[src/rtl/hilo_pipe.sv]
// HI/LO write-request pipeline: EX/MEM and MEM/WB stages, commit into HI/LO at WB.
// Optional HILO_BYPASS_EN: hi_o/lo_o become write-through of the WB-stage request.
module hilo_pipe #(
   parameter int DATA_W = 32
) (
   input  logic              clk,
   input  logic              rst,
   input  logic              ex_whilo_i,
   input  logic [DATA_W-1:0] ex_hi_i,
   input  logic [DATA_W-1:0] ex_lo_i,
   input  logic [1:0]        stall_i,
   input  logic              flush_i,
   output logic              mem_whilo_o,
   output logic [DATA_W-1:0] mem_hi_o,
   output logic [DATA_W-1:0] mem_lo_o,
   output logic              wb_whilo_o,
   output logic [DATA_W-1:0] wb_hi_o,
   output logic [DATA_W-1:0] wb_lo_o,
   output logic [DATA_W-1:0] hi_o,
   output logic [DATA_W-1:0] lo_o
);

   typedef struct packed {
      logic              whilo;
      logic [DATA_W-1:0] hi;
      logic [DATA_W-1:0] lo;
   } req_t;

   req_t              ex_req, mem_q, wb_q;
   logic [DATA_W-1:0] hi_q, lo_q;
   logic              s0, s1;

   assign ex_req = {ex_whilo_i, ex_hi_i, ex_lo_i};

   // A held WB with a moving MEM would let MEM overtake WB, so 2'b10 folds into a full hold.
   assign s1 = stall_i[1];
   assign s0 = stall_i[0] | stall_i[1];

   always_ff @(posedge clk) begin
      if (rst) begin
         mem_q <= '0;
         wb_q  <= '0;
         hi_q  <= '0;
         lo_q  <= '0;
      end else begin
         if (wb_q.whilo) begin
            hi_q <= wb_q.hi;
            lo_q <= wb_q.lo;
         end
         if (flush_i) begin
            mem_q <= '0;
            wb_q  <= '0;
         end else if (!s1) begin
            wb_q  <= mem_q;
            mem_q <= s0 ? '0 : ex_req;
         end
      end
   end

   assign mem_whilo_o = mem_q.whilo;
   assign mem_hi_o    = mem_q.hi;
   assign mem_lo_o    = mem_q.lo;
   assign wb_whilo_o  = wb_q.whilo;
   assign wb_hi_o     = wb_q.hi;
   assign wb_lo_o     = wb_q.lo;

`ifdef HILO_BYPASS_EN
   assign hi_o = wb_q.whilo ? wb_q.hi : hi_q;
   assign lo_o = wb_q.whilo ? wb_q.lo : lo_q;
`else
   assign hi_o = hi_q;
   assign lo_o = lo_q;
`endif

endmodule
[config.mk]
export PLATFORM = sky130hd
export DESIGN_NAME = hilo_pipe
export DESIGN_NICKNAME = d
export VERILOG_FILES = /design/src/rtl/hilo_pipe.sv
export SDC_FILE = /design/constraint.sdc
export NUM_CORES = 1
export LEC_CHECK = 0
export CORE_MARGIN = 2
export CORE_UTILIZATION = 40
export DETAILED_ROUTE_END_ITERATION = 10
export DONT_BUFFER_PORTS = 1
export PLACE_DENSITY = 0.51
export SLEW_MARGIN = 20
export SYNTH_ARGS = -nofsm -noshare
export SYNTH_HDL_FRONTEND = slang
export SYNTH_SLANG_ARGS = --single-unit
[constraint.sdc]
create_clock -name clk -period 1.5 [get_ports clk]
set_clock_uncertainty 0.15 [all_clocks]
set_input_delay 0.15 -clock clk [delete_from_list [all_inputs] [get_ports clk]]
set_output_delay 0.15 -clock clk [all_outputs]
set_load 0.005 [all_outputs]
==> results.cfg, run 1 <==
[status]
status = aborted with a tool error
haltStage = clock tree synthesis
error = [ERROR RSZ-0060] Max buffer count reached.

[clock_tree]
clock-sinks = 194
post_cts_resized = 0
htree_levels = 4
postCtsSetupBuffers = 0
cts-hold-fix-buffers = 183
numCtsBuffers = 17
clockBufferDepth = 2
cts-root-buf = clkbuf_16

[floorplanning]
fp.dieH_um = 137
start_util = 0.410
rows = 48
dieWidth_um = 137
io_pins = 264

[yosys]
ys_types = 11
ys_warn_count = 0
synth_cells = 705
ys_seq_area_frac = 0.546
synth.largest_area_cell = dfxtp_1
synth_top_area_frac = 0.546
synth_nets = 775
synthTopCellsByArea = dfxtp_1 55%, mux2i_1 18%, or3b_1 8.0%
ys_ff_latch = 194
syn_avg_cell_area_um2 = 10.1
synth.cell_area_mm2 = 0.00712

[placement]
hpwlAfterDp_um = 11000
port_buffers = 0
place_congestion = 0.764
[stage by stage]
stage	instance area, µm²	hold slack, ns	worst slack [ns]	util	instances
after floorplan	7120	0.241	0.216	-	705
after global placement	7190	0.0775	0.247	0.414	879
after detailed placement	7190	0.0842	0.234	0.414	879
[cell families after synthesis]
logic type / Yosys count / synth area share
flops: 194 / 0.546
compound gates: 65 / 0.0457
mux: 129 / 0.181
buf+inv: 57 / 0.0441
simple gates: 260 / 0.183
[cells in the mapped netlist]
cell type	n
buf_2	14
clkbuf_1	28
dfxtp_1	194
buf_6	7
nor2_1	129
a21oi_1	65
or3b_1	65
buf_4	8
nand2_1	65
or2_1	1
mux2i_1	129
==> inputs of run 2 (changes only) <==
--- a/config.mk
+++ b/config.mk
@@ -6,10 +6,10 @@
 export NUM_CORES = 1
 export LEC_CHECK = 0
 export CORE_MARGIN = 2
-export CORE_UTILIZATION = 40
+export CORE_UTILIZATION = 25
 export DETAILED_ROUTE_END_ITERATION = 10
 export DONT_BUFFER_PORTS = 1
-export PLACE_DENSITY = 0.51
+export PLACE_DENSITY_LB_ADDON = 0.15
 export SLEW_MARGIN = 20
 export SYNTH_ARGS = -nofsm -noshare
 export SYNTH_HDL_FRONTEND = slang
==> results.cfg, run 2 <==
[clock_tree]
clk_pin_slew_ns = 0.08
postCtsSetupBuffers = 0
cts_tree = built
clockBufferDepth = 2
numCtsBuffers = 17
clock-sinks = 194
cts-hold-fix-buffers = 195
htree_levels = 4
cts-root-buf = clkbuf_16
clk_latency_ns = 0.43

[setup_path]
r2r-start = wb_hi_o[31]
crit_type = in2reg
crit_path_start_kind = primary input
critPathMaxFanout = 128
cp.required_ns = 1.69
crit_path_end_kind = flop
crit_path_start = stall_i[1]
crit_arrival_ns = 1.68

[status]
violations = hold timing
status = finished with violations

[floorplanning]
rows = 61
dieArea_mm2 = 0.0298
core_area_mm2 = 0.0279
fp.dieH_um = 173
dieWidth_um = 173
io_pins = 264
start_util = 0.255

[worst_hold_path]
min_path_type = in2reg
hp-start = rst

[yosys]
synth.largest_area_cell = dfxtp_1
synth_cells = 705
synthMostInstantiatedCell = dfxtp_1
ys_types = 11
synth_compound_area_frac = 0.0457
syn_avg_cell_area_um2 = 10.1
synth.cell_area_mm2 = 0.00712
synthTopCellsByArea = dfxtp_1 55%, mux2i_1 18%, or3b_1 8.0%
ys_ff_latch = 194
ys_seq_area_frac = 0.546
synthMuxAreaShare = 0.181
synth-xor-area-share = 0
synthAdderAreaFrac = 0
synthFlopType = dfxtp_1
synth-edff-count = 0
async_flop_share = 0
synth_top_area_frac = 0.546
ys_warn_count = 0
synthSimpleGateAreaFrac = 0.183
synth_common_cells = 194 x dfxtp_1, 129 x mux2i_1, 129 x nor2_1
synth_nets = 775
synth_top_family_by_area = simple AND/OR/NAND/NOR gates

[pwr]
internal-power_mw = 7.94
leakagePower_nw = 3.23
pwr_density_cell_mw_per_mm2 = 1050
p_comb_frac = 0.048
p_sw_frac = 0.236
vdd_drop_max_mv = 0.559
clock_power_share = 0.448
p_seq_frac = 0.504
switchingPower_mw = 2.46
finalPower_mw = 10.4

[finish]
layout-drive-gt1-share = 0.0466
syn2layout_area_growth_pct = 39.6
nFillCells = 2828
mostFrequentLayoutCell = dlygate4sd3_1
fin_cells = 1257
final_cell_mix = 193 x dlygate4sd3_1, 192 x dfxtp_1, 129 x mux2i_1, 129 x nor2_1
nets = 936
n_antenna_cell = 0

[run]
maxCapViolations = 0

[timing]
fin_crit_ns = 1.48
rsz0062_at_grt = no
holdWs_ns = -0.366
fmax_ghz = 0.673
final_hold_viol_count = 73
tightestPinTransition_ns = 0.578
tns_ns = 0
relSlewSlack = 0.615
finalWorstSetupSlack_ns = 0.0152
setup_violations = 0
slew_viol_final = 0
period_share = 0.990

[global_route]
grt_usage = 0.140
grt_pass1_wl_um = 33700
grt_pass1_vias = 5874
grt_start_max_net_pins = 129
antenna_found_initial = 0
gr-total-overflow = 0

[drt]
detail-route-antenna-nets = 0
routed_via_density = 4.59
drt_iter0_markers = 185
drc = 0
post_drt_wl_per_cell_um = 17.2
route.vias.total = 5768
drtPass1Iterations = 4
wirelength_um = 21600

[placement]
port_buffers = 0
dp_slack_ns = 0.224
hpwlAfterDp_um = 11400
place_congestion = 0.728
dp.cells = 1029
[run 2: layer usage]
metal	track usage	wire length [µm]	vias to the layer above
li1	-	-	2712
met1	0.168	9260	2849
met2	0.233	10200	190
met3	0.0543	1720	17
met4	0.0445	331	0
met5	0	0	-
[run 2: final cells by class]
type                    instances  area, µm²  share of cell area
repair buffers                199       2060               0.207
multi-input cells             454       2920               0.294
well taps                     378        473              0.0476
flip-flops and latches        194       3890               0.391
clock inverters                13        141              0.0142
clock buffers                  19        453              0.0456
[run 2: logic make-up after synthesis]
logic type,count (synthesis)
and+or+nand+nor,260
DFF,194
buffers and inverters,57
muxes,129
AOI/OAI and AO/OA,65
[run 2: final timing paths]
| path | depth (start not counted) | endpoint | slack, ns |
|---|---|---|---|
| max | 4 | mem_lo_o[29] | 0.02 |
| min | 1 | lo_o[13] | -0.37 |
| max reg2reg | 3 | wb_hi_o[31] | 0.10 |
| min reg2reg | 2 | mem_hi_o[23] | 0.37 |
[run 2: power groups by stage]
stage | logic (mW) | registers, mW | clock network (mW)
floorplan | 0.328 | 5.34 | 0
detailed placement | 0.222 | 5.36 | 0
global placement | 0.217 | 5.36 | 0
CTS | 0.494 | 5.24 | 4.85
finish | 0.504 | 5.24 | 4.66
global route | 0.544 | 5.24 | 5.08
[run 2: critical path, cell delays in order]
cell,delay [ns]
dlygate4sd3_1,0.64
clkbuf_16,0.25
or3b_1,0.40
a21oi_1,0.18
[run 2: repair_timing]
action / CTS / global route
setup endpoints to repair: 0 / 3
gates resized for setup: 0 / 2
hold endpoints to repair: 194 / 73
[run 2: metrics by stage]
step | util | area (µm²) | hold slack [ns]
floorplan | - | 7120 | 0.241
finish | 0.356 | 9930 | -0.366
global placement | 0.263 | 7340 | 0.0802
CTS | 0.355 | 9920 | -0.391
detailed placement | 0.263 | 7340 | 0.0840
global route | 0.356 | 9930 | -0.396
(Power assumes the default switching activity.)
